===== src/rtl/fifo_pkg.sv =====
// Shared sizing constants and FSM state type for the 32x8 byte FIFO.
package fifo_pkg;

    localparam int unsigned WIDTH    = 8;
    localparam int unsigned ADDR_W   = 5;
    localparam int unsigned DEPTH    = 2 ** ADDR_W;
    localparam int unsigned CAPACITY = DEPTH - 1;

    typedef enum logic [1:0] {
        EMPTY = 2'd0,
        MID   = 2'd1,
        FULL  = 2'd2
    } fifo_state_t;

endpackage


===== src/rtl/fifo_32x8_if.sv =====
// Producer/consumer handshake bundle for fifo_32x8.
interface fifo_32x8_if;
    import fifo_pkg::*;

    logic              clear_n;
    logic              write;
    logic              read;
    logic [WIDTH-1:0]  data_in;
    logic [WIDTH-1:0]  data_out;
    logic              f_full_n;
    logic              f_empty_n;
    logic [ADDR_W-1:0] use_dw;

    modport master (
        output clear_n, write, read, data_in,
        input  data_out, f_full_n, f_empty_n, use_dw
    );

    modport slave (
        input  clear_n, write, read, data_in,
        output data_out, f_full_n, f_empty_n, use_dw
    );

endinterface


===== src/rtl/fifo_ram.sv =====
// Simple dual-port RAM with synchronous write and registered synchronous read.
module fifo_ram
    import fifo_pkg::*;
#(
    parameter int unsigned W  = WIDTH,
    parameter int unsigned AW = ADDR_W
) (
    input  logic          clk,
    input  logic          we,
    input  logic [AW-1:0] waddr,
    input  logic [W-1:0]  wdata,
    input  logic          re,
    input  logic [AW-1:0] raddr,
    output logic [W-1:0]  rdata
);

    logic [W-1:0] mem [2 ** AW];

    always_ff @(posedge clk) begin
        if (we) begin
            mem[waddr] <= wdata;
        end
        if (re) begin
            rdata <= mem[raddr];
        end
    end

endmodule


===== src/rtl/fifo_32x8.sv =====
// Single-clock 32x8 FIFO: pointers, occupancy counter, EMPTY/MID/FULL FSM, sync clear.
// Define FIFO_DEBUG_EN to expose state, pointers and RAM data ports.
module fifo_32x8
    import fifo_pkg::*;
(
    input  logic              clk,
    input  logic              rst_n,
    fifo_32x8_if.slave        bus
`ifdef FIFO_DEBUG_EN
    ,
    output logic [1:0]        state,
    output logic [ADDR_W-1:0] countw,
    output logic [ADDR_W-1:0] countr,
    output logic [WIDTH-1:0]  data_in_ram,
    output logic [WIDTH-1:0]  data_out_ram
`endif
);

    fifo_state_t       state_q, state_d;
    logic [ADDR_W-1:0] wptr_q, rptr_q, cnt_q;
    logic              out_valid_q;
    logic              push, pop;
    logic              ram_we, ram_re;
    logic [WIDTH-1:0]  ram_rdata;

    // At FULL a write is only accepted when a pop frees a slot in the same cycle.
    always_comb begin
        push = 1'b0;
        pop  = 1'b0;
        unique case (state_q)
            EMPTY: push = bus.write;
            MID: begin
                push = bus.write;
                pop  = bus.read;
            end
            FULL: begin
                push = bus.write && bus.read;
                pop  = bus.read;
            end
            default: ;
        endcase
    end

    always_comb begin
        state_d = state_q;
        case (state_q)
            EMPTY: if (push) state_d = MID;
            MID: begin
                if (pop && !push && cnt_q == ADDR_W'(1)) begin
                    state_d = EMPTY;
                end else if (push && !pop && cnt_q == ADDR_W'(CAPACITY - 1)) begin
                    state_d = FULL;
                end
            end
            FULL: if (pop && !push) state_d = MID;
            default: state_d = EMPTY;
        endcase
    end

    always_ff @(posedge clk or negedge rst_n) begin
        if (!rst_n) begin
            state_q     <= EMPTY;
            wptr_q      <= '0;
            rptr_q      <= '0;
            cnt_q       <= '0;
            out_valid_q <= 1'b0;
        end else if (!bus.clear_n) begin
            state_q     <= EMPTY;
            wptr_q      <= '0;
            rptr_q      <= '0;
            cnt_q       <= '0;
            out_valid_q <= 1'b0;
        end else begin
            state_q <= state_d;
            if (push) begin
                wptr_q <= wptr_q + 1'b1;
            end
            if (pop) begin
                rptr_q      <= rptr_q + 1'b1;
                out_valid_q <= 1'b1;
            end
            if (push && !pop) begin
                cnt_q <= cnt_q + 1'b1;
            end else if (pop && !push) begin
                cnt_q <= cnt_q - 1'b1;
            end
        end
    end

    assign ram_we = push && bus.clear_n;
    assign ram_re = pop && bus.clear_n;

    fifo_ram #(
        .W  (WIDTH),
        .AW (ADDR_W)
    ) u_ram (
        .clk   (clk),
        .we    (ram_we),
        .waddr (wptr_q),
        .wdata (bus.data_in),
        .re    (ram_re),
        .raddr (rptr_q),
        .rdata (ram_rdata)
    );

    // RAM output register is not reset; gate it to zero until the first pop after reset/clear.
    assign bus.data_out  = out_valid_q ? ram_rdata : '0;
    assign bus.f_empty_n = (state_q != EMPTY);
    assign bus.f_full_n  = (state_q != FULL);
    assign bus.use_dw    = cnt_q;

`ifdef FIFO_DEBUG_EN
    assign state        = state_q;
    assign countw       = wptr_q;
    assign countr       = rptr_q;
    assign data_in_ram  = bus.data_in;
    assign data_out_ram = ram_rdata;
`endif

endmodule


===== src/flat_wrapper.sv =====
// flat-port wrapper written by rule: the top's interface ports become plain ports
module fifo_32x8_flat import fifo_pkg::*;
  (clk, rst_n, bus_clear_n, bus_write, bus_read, bus_data_in, bus_data_out, bus_f_full_n, bus_f_empty_n, bus_use_dw);
  fifo_32x8_if bus_i ();
  input  logic clk;
  input  logic rst_n;
  input wire logic [$bits(bus_i.clear_n)-1:0] bus_clear_n;
  input wire logic [$bits(bus_i.write)-1:0] bus_write;
  input wire logic [$bits(bus_i.read)-1:0] bus_read;
  input wire logic [$bits(bus_i.data_in)-1:0] bus_data_in;
  output wire logic [$bits(bus_i.data_out)-1:0] bus_data_out;
  output wire logic [$bits(bus_i.f_full_n)-1:0] bus_f_full_n;
  output wire logic [$bits(bus_i.f_empty_n)-1:0] bus_f_empty_n;
  output wire logic [$bits(bus_i.use_dw)-1:0] bus_use_dw;
  assign bus_i.clear_n = bus_clear_n;
  assign bus_i.write = bus_write;
  assign bus_i.read = bus_read;
  assign bus_i.data_in = bus_data_in;
  assign bus_data_out = bus_i.data_out;
  assign bus_f_full_n = bus_i.f_full_n;
  assign bus_f_empty_n = bus_i.f_empty_n;
  assign bus_use_dw = bus_i.use_dw;
  fifo_32x8 u_core (.clk(clk), .rst_n(rst_n), .bus(bus_i));
endmodule

===== config.mk =====
export PLATFORM = sky130hd
export DESIGN_NAME = fifo_32x8_flat
export DESIGN_NICKNAME = d
export VERILOG_FILES = /design/src/rtl/fifo_pkg.sv /design/src/rtl/fifo_32x8_if.sv /design/src/rtl/fifo_ram.sv /design/src/rtl/fifo_32x8.sv /design/src/flat_wrapper.sv
export SDC_FILE = /design/constraint.sdc
export NUM_CORES = 1
export LEC_CHECK = 0
export ABC_CLOCK_PERIOD_IN_PS = 8200
export CAP_MARGIN = 25
export CORE_AREA = 5 5 160 193
export CTS_CLUSTER_SIZE = 8
export DETAILED_ROUTE_END_ITERATION = 10
export DIE_AREA = 0 0 165 198
export HOLD_SLACK_MARGIN = 0.12
export PLACE_DENSITY = 0.63
export SETUP_SLACK_MARGIN = 0.02
export SLEW_MARGIN = 30
export SYNTH_ARGS = -nofsm -noshare
export SYNTH_HDL_FRONTEND = slang
export SYNTH_HIERARCHICAL = 1
export SYNTH_SLANG_ARGS = --single-unit

===== constraint.sdc =====
create_clock -name clk -period 8.2 [get_ports clk]
set_input_delay 0.82 -clock clk [delete_from_list [all_inputs] [get_ports clk]]
set_output_delay 0.82 -clock clk [all_outputs]
set_load 0.01 [all_outputs]

==> impl_metrics.env, run 1 <==
export IMPL_antenna_found_initial=0
export IMPL_synth_fp_nets=564
export IMPL_hold_viol=0
export IMPL_post_cts_buffers=0
export IMPL_p_total_mw=3.48
export IMPL_cts_made_buffers=41
export IMPL_final_core_util=0.457
export IMPL_clock_path_buffers=3
export IMPL_place_ws_ns=4.09
export IMPL_cp_max_fo=13
export IMPL_synth_flop_cell="edfxtp_1"
export IMPL_worstReg2RegStart="u_core/rptr_q[0]$_DFFE_PN0P_"
export IMPL_core_um2=28600
export IMPL_htree_levels=2
export IMPL_fp_dieArea_um2=32700
export IMPL_wl_met2_um=12800
export IMPL_grt_util_all_layers=0.158
export IMPL_grt_pass1_wl_um=37600
export IMPL_cts_sinks=282
export IMPL_maxCapViolations=0
export IMPL_grt_pass1_vias=5767
export IMPL_routed_wl_met3_um=1520
export IMPL_fmax_mhz=305
export IMPL_yosysTopAreaCell="edfxtp_1"
export IMPL_period_needed_ns=3.27
export IMPL_netlist_area_um2=11300
export IMPL_ys_types=41
export IMPL_rsz0062_at_grt="false"
export IMPL_synth_seq_area_share=0.741
export IMPL_die_w_um=165
export IMPL_layout_setup_ws_ns=4.93
export IMPL_finalClockSkew_ns=0.0166
export IMPL_ys_ff_latch=282
export IMPL_overflow=0
export IMPL_die_y_um=198
export IMPL_detailed_place_area_um2=11900
export IMPL_synthArstFlopShare=0.0638
export IMPL_numPortBuffers=27
export IMPL_cts_tree="yes"
export IMPL_ios=28
export IMPL_nNetsFinal=611
export IMPL_post_route_period_util=0.399
export IMPL_drive_above_1_share=0.252
export IMPL_antenna_cells=0
export IMPL_static_leakage_power_nw=4.05
export IMPL_routed_via_density=5.49
export IMPL_area_growth_pct=15.5
export IMPL_synthCells=541
export IMPL_hold_path_class="input pin to async pin"
export IMPL_drtIter0Drc=532
export IMPL_yosysTopAreaCellShare=0.701
export IMPL_wl_um=25200
export IMPL_ys_warn_count=6
export IMPL_route_detailed_drc=0
export IMPL_setup_tns_ns=0
export IMPL_synth_common_cells="edfxtp_1, mux4_2, nor2_1, and2_1, dfrtp_1"
export IMPL_synth_edf_count=264
export IMPL_first_pass_iters=5
export IMPL_ctsHoldBuffers=0
export IMPL_arrival_ns=3.41
export IMPL_routedWlPerCell_um=25.4
export IMPL_crit_type="input pin to register"
export IMPL_drtAntennaViolNets=0
export IMPL_design_area_um2=13100
export IMPL_clkTransAtPathRegs_ns=0.05
export IMPL_pwr_density_cell_nw_per_um2=266
export IMPL_synth_most_common_cell="edfxtp_1"
export IMPL_met1_length_um=10200
export IMPL_worst_ep_required_time_ns=8.33
export IMPL_setup_viol=0
export IMPL_dr_total_vias=5437
export IMPL_cp_end_kind="register"
export IMPL_slew_headroom=0.469
export IMPL_crit_path_start="bus_read"
export IMPL_root_buffer="clkbuf_16"
export IMPL_worstRegToRegCells=4
export IMPL_place_gp_congestion=0.837
export IMPL_cts_resized=0
export IMPL_worstSetupStartpointType="input pin"
export IMPL_yosys_top_cells_area="edfxtp_1, mux4_2, dfrtp_1"
export IMPL_start_util=0.395
export IMPL_dp_hpwl_um=16000
export IMPL_ir_drop_mv=0.124
export IMPL_status="finished clean"
export IMPL_syn_area_per_cell_um2=20.9
export IMPL_clock_latency_ns=0.52
export IMPL_highest_layer="met4"
export IMPL_finalMaxSlewViolations=0
export IMPL_num_rows=68
export IMPL_worstMarginPinSlew_ns=0.797
export IMPL_grt_max_degree=36
critical path, cell delays in order:
cell and delay, ns:
clkdlybuf4s50_1 0.51, nand2_1 0.09, a21oi_2 0.50, and2_1 0.27, nand3_1 0.44, nor2_1 0.77
path summary, 6_finish.rpt:
check / endpoint / slack [ns]
worst max register to register: u_core/u_ram/rdata[0]$_DFFE_PP_ / 4.97
min in group clk: u_core/state_q[0]$_DFFE_PN0P_ / 0.62
worst min register to register: u_core/state_q[0]$_DFFE_PN0P_ / 0.62
worst max-delay path: u_core/u_ram/mem[3][3]$_DFFE_PP_ / 4.93
worst min-delay path: u_core/bus.use_dw[0]$_DFFE_PN0P_ / 0.24
max in group asynchronous: u_core/rptr_q[0]$_DFFE_PN0P_ / 7.62
layout make-up:
class,count,area (µm²)
Timing Repair Buffer,29,240
Inverter,8,30.0
Multi-Input combinational cell,226,2780
Tap cell,385,482
Clock inverter,2,16.3
Fill cell,2396,15500
Clock buffer,59,1140
Sequential cell,282,8380
cell families after synthesis:
kind of cell | Yosys count | share of synthesized area
buffers and inverters | 33 | 0.0138
and+or+nand+nor | 96 | 0.0434
adders and majority gates | 10 | 0.0111
DFF | 282 | 0.741
muxes | 91 | 0.170
xor gates and xnor gates | 12 | 0.00930
AOI/OAI and AO/OA | 17 | 0.0114
placed cells by master, fill, tap and decap left out, types with 3 or more instances in the layout:
cell	count
buf_2	9
or3b_2	3
nand3_1	4
mux4_2	80
inv_1	8
mux2_2	8
nor3_1	3
a21oi_1	3
clkbuf_1	16
nand3b_1	5
clkdlybuf4s50_1	18
xor2_1	3
dfrtp_1	15
mux2i_1	3
edfxtp_1	264
nand2_1	13
clkbuf_16	43
xnor2_1	9
and2_1	21
ha_1	10
nand4_1	5
nor2_1	34
layer usage:
metal | vias up | track usage
met5 | - | 0
met4 | 0 | 0.0505
met3 | 44 | 0.0302
met2 | 233 | 0.263
met1 | 2870 | 0.210
li1 | 2290 | -
state kept, by name, indices dropped and copies added, names as in the netlist:
register and cells:
u_core/bus.use_dw 5, u_core/out_valid_q 1, u_core/rptr_q 5, u_core/state_q 2, u_core/u_ram/mem 256, u_core/u_ram/rdata 8
u_core/wptr_q 5
where the power goes:
part	leakage, nW	internal (mW)	switching [mW]
logic	0.886	0.181	0.154
registers	2.62	1.60	0.0474
clock network	0.553	0.943	0.551
metrics by stage:
step / std cells / hold WS (ns)
6_report: 991 / 0.243
5_1_grt: 991 / 0.268
4_1_cts: 991 / 0.628
3_5_place_dp: 930 / 0.622
3_3_place_gp: 930 / 0.599
2_1_floorplan: 541 / 0.524
Power figures use the tool's default switching activity.
==> run 2: changes to the inputs <==
--- a/config.mk
+++ b/config.mk
@@ -5,7 +5,7 @@
 export SDC_FILE = /design/constraint.sdc
 export NUM_CORES = 1
 export LEC_CHECK = 0
-export ABC_CLOCK_PERIOD_IN_PS = 8200
+export ABC_CLOCK_PERIOD_IN_PS = 3350
 export CAP_MARGIN = 25
 export CORE_AREA = 5 5 160 193
 export CTS_CLUSTER_SIZE = 8
==> constraint.sdc (replaced) <==
create_clock -name clk -period 3.35 [get_ports clk]
set_input_delay 0.335 -clock clk [delete_from_list [all_inputs] [get_ports clk]]
set_output_delay 0.335 -clock clk [all_outputs]
set_load 0.01 [all_outputs]
==> run 2 against run 1 <==
Net effect:
- worst hold slack improved by 0.049 ns
- utilization up 1.3 points
- worst setup slack got worse by 4.4 ns
- global-route usage is 0.66 points lower
- register-to-register slack worse by 4.5 ns
- combinational power rose to 2.7 times the previous value
- sequential share of layout area is 1.7 points lower
- sequential cell count unchanged
- clock power increased by 140%
- non-clock buffer count grew 41
- largest cell class unchanged
- largest power group unchanged
==> impl_metrics.env, run 2 (synthesis gave the netlist of run 1 again) <==
export IMPL_cts_tree="yes"
export IMPL_finalClockSkew_ns=0.00945
export IMPL_reg_largest_list="u_core/u_ram/mem: 256 flops, u_core/u_ram/rdata: 8 flops"
export IMPL_layout_setup_ws_ns=0.505
export IMPL_dp_hpwl_um=15200
export IMPL_grt_max_degree=36
export IMPL_place_ws_ns=0.366
export IMPL_overflow=0
export IMPL_rsz0062_at_grt="false"
export IMPL_cp_end_kind="register"
export IMPL_wl_um=23900
export IMPL_pwr_density_cell_nw_per_um2=638
export IMPL_slew_headroom=0.502
export IMPL_drtIter0Drc=589
export IMPL_grt_pass1_vias=5865
export IMPL_worstSetupStartpointType="register"
export IMPL_fmax_mhz=351
export IMPL_max_stage_delay_ns=0.64
export IMPL_ff_latch_area_um2=8380
export IMPL_clock_path_buffers=3
export IMPL_setup_viol=0
export IMPL_ir_drop_mv=0.336
export IMPL_arrival_ns=2.99
export IMPL_fillers=2392
export IMPL_critical_path_slowest_cell="nor2_1"
export IMPL_drtAntennaViolNets=0
export IMPL_first_pass_iters=5
export IMPL_cp_max_fo=8
export IMPL_crit_type="register to register"
export IMPL_routed_wl_met3_um=1500
export IMPL_stdcell_count=1030
export IMPL_period_needed_ns=2.85
export IMPL_switching_share=0.217
export IMPL_ios=28
export IMPL_p_int_mw=6.71
export IMPL_met1_length_um=9620
export IMPL_grt_util_all_layers=0.151
export IMPL_hold_path_class="input pin to async pin"
export IMPL_worst_ep_required_time_ns=3.49
export IMPL_clkTransAtPathRegs_ns=0.05
export IMPL_status="finished clean"
export IMPL_pwr_share_comb=0.107
export IMPL_route_detailed_drc=0
export IMPL_place_gp_congestion=0.874
export IMPL_dr_total_vias=5476
export IMPL_die_y_um=198
export IMPL_hold_viol=0
export IMPL_power_frac_seq=0.467
export IMPL_antenna_found_initial=0
export IMPL_cts_made_buffers=41
export IMPL_power_switching_mw=1.86
export IMPL_grt_pass1_wl_um=36500
export IMPL_crit_buf_inv=1
export IMPL_multi_input_area_um2=2770
export IMPL_cts_sinks=282
export IMPL_largest_register="u_core/u_ram/mem"
export IMPL_fp_dieArea_um2=32700
export IMPL_finalMaxSlewViolations=0
export IMPL_setup_tns_ns=0
export IMPL_htree_levels=2
export IMPL_final_common_cell="edfxtp_1"
export IMPL_dp_cells=970
export IMPL_largest_register_ffs=256
export IMPL_maxCapViolations=0
export IMPL_clock_latency_ns=0.51
export IMPL_highest_layer="met4"
export IMPL_area_growth_pct=18.8
export IMPL_routedWlPerCell_um=23.2
export IMPL_die_w_um=165
export IMPL_p_clk_frac=0.426
export IMPL_wl_met2_um=12300
export IMPL_final_core_util=0.470
export IMPL_static_leakage_power_nw=4.28
export IMPL_final_cell_mix="edfxtp_1, mux4_2, clkbuf_16, buf_4, nor2_1"
export IMPL_root_buffer="clkbuf_16"
export IMPL_drive_above_1_share=0.285
export IMPL_start_util=0.395
export IMPL_crit_family="simple AND/OR/NAND/NOR gates"
export IMPL_nNetsFinal=652
export IMPL_antenna_cells=0
export IMPL_core_um2=28600
export IMPL_num_rows=68
export IMPL_worstPathCellList="inv_1 > ha_1 > nand2_1 > a21oi_1 > and2_1 > or3b_2 > nor2_1"
export IMPL_post_route_period_util=0.849
export IMPL_numPortBuffers=27
export IMPL_routed_via_density=5.32
export IMPL_worstMarginPinSlew_ns=0.744
export IMPL_post_cts_buffers=0
## run 2: changes by cell type in the layout (fill, tap and decap cells not counted), sizes merged
cell	delta
buf	+32
clkbuf	-2
dlygate4sd3	+1
clkdlybuf4s50	+8
clkinvlp	-1
clkinv	+1
## run 2: stage by stage
step           power, mW  area, µm²  hold WS (ns)
3_5_place_dp        5.00      12300         0.590
3_3_place_gp        4.97      12300         0.574
4_1_cts             8.68      13400         0.328
2_1_floorplan       4.66      11300        0.0394
5_1_grt             8.90      13400         0.330
6_report            8.57      13400         0.292
## run 2: cell type report
class,count,area share
inverters,8,0.00224
flip-flops and latches,282,0.624
clock buffers,57,0.0840
well taps,385,0.0359
clock inverters,2,0.00130
repair buffers,70,0.0458
multi-input cells,226,0.206
## run 2: worst register-to-register path: cells and delay by family, from the launching register on
kind / cells / cell delay (ns)
compound gates: 1 / 0.19
simple gates: 4 / 1.56
fa+ha+maj: 1 / 0.21
buf+inv: 1 / 0.10
flops: 1 / 0.40
## run 2: power groups by stage
stage | sequential [mW] | clock (mW) | combinational [mW]
floorplan | 4.02 | 0 | 0.640
global placement | 4.07 | 0 | 0.906
detailed placement | 4.07 | 0 | 0.929
CTS | 4.01 | 3.74 | 0.934
global route | 4.01 | 3.89 | 0.990
finish | 4.00 | 3.65 | 0.916
## run 2: routing by layer
metal	global-route usage	vias to the layer above
met5	0	-
met4	0.0459	0
met3	0.0289	38
met2	0.255	191
met1	0.201	2871
li1	-	2376
## run 2: timing repair
action	CTS	global route
resized for setup	0	0
hold buffers	0	1
endpoints found under the hold margin	0	18
## run 2: worst paths after layout
| path | from | to | slack, ns | cells past startpoint |
|---|---|---|---|---|
| setup / recovery | u_core/state_q[0]$_DFFE_PN0P_ | u_core/u_ram/mem[12][1]$_DFFE_PP_ | 0.50 | 7 |
| hold / removal | rst_n | u_core/bus.use_dw[4]$_DFFE_PN0P_ | 0.29 | 2 |
| setup reg to reg | u_core/state_q[0]$_DFFE_PN0P_ | u_core/u_ram/mem[12][1]$_DFFE_PP_ | 0.50 | 7 |
| hold reg to reg | u_core/rptr_q[1]$_DFFE_PN0P_ | u_core/rptr_q[1]$_DFFE_PN0P_ | 0.63 | 2 |
| max in group asynchronous | rst_n | u_core/rptr_q[0]$_DFFE_PN0P_ | 2.72 | 2 |
| min in group clk | bus_clear_n | u_core/out_valid_q$_DFFE_PN0P_ | 0.62 | 3 |
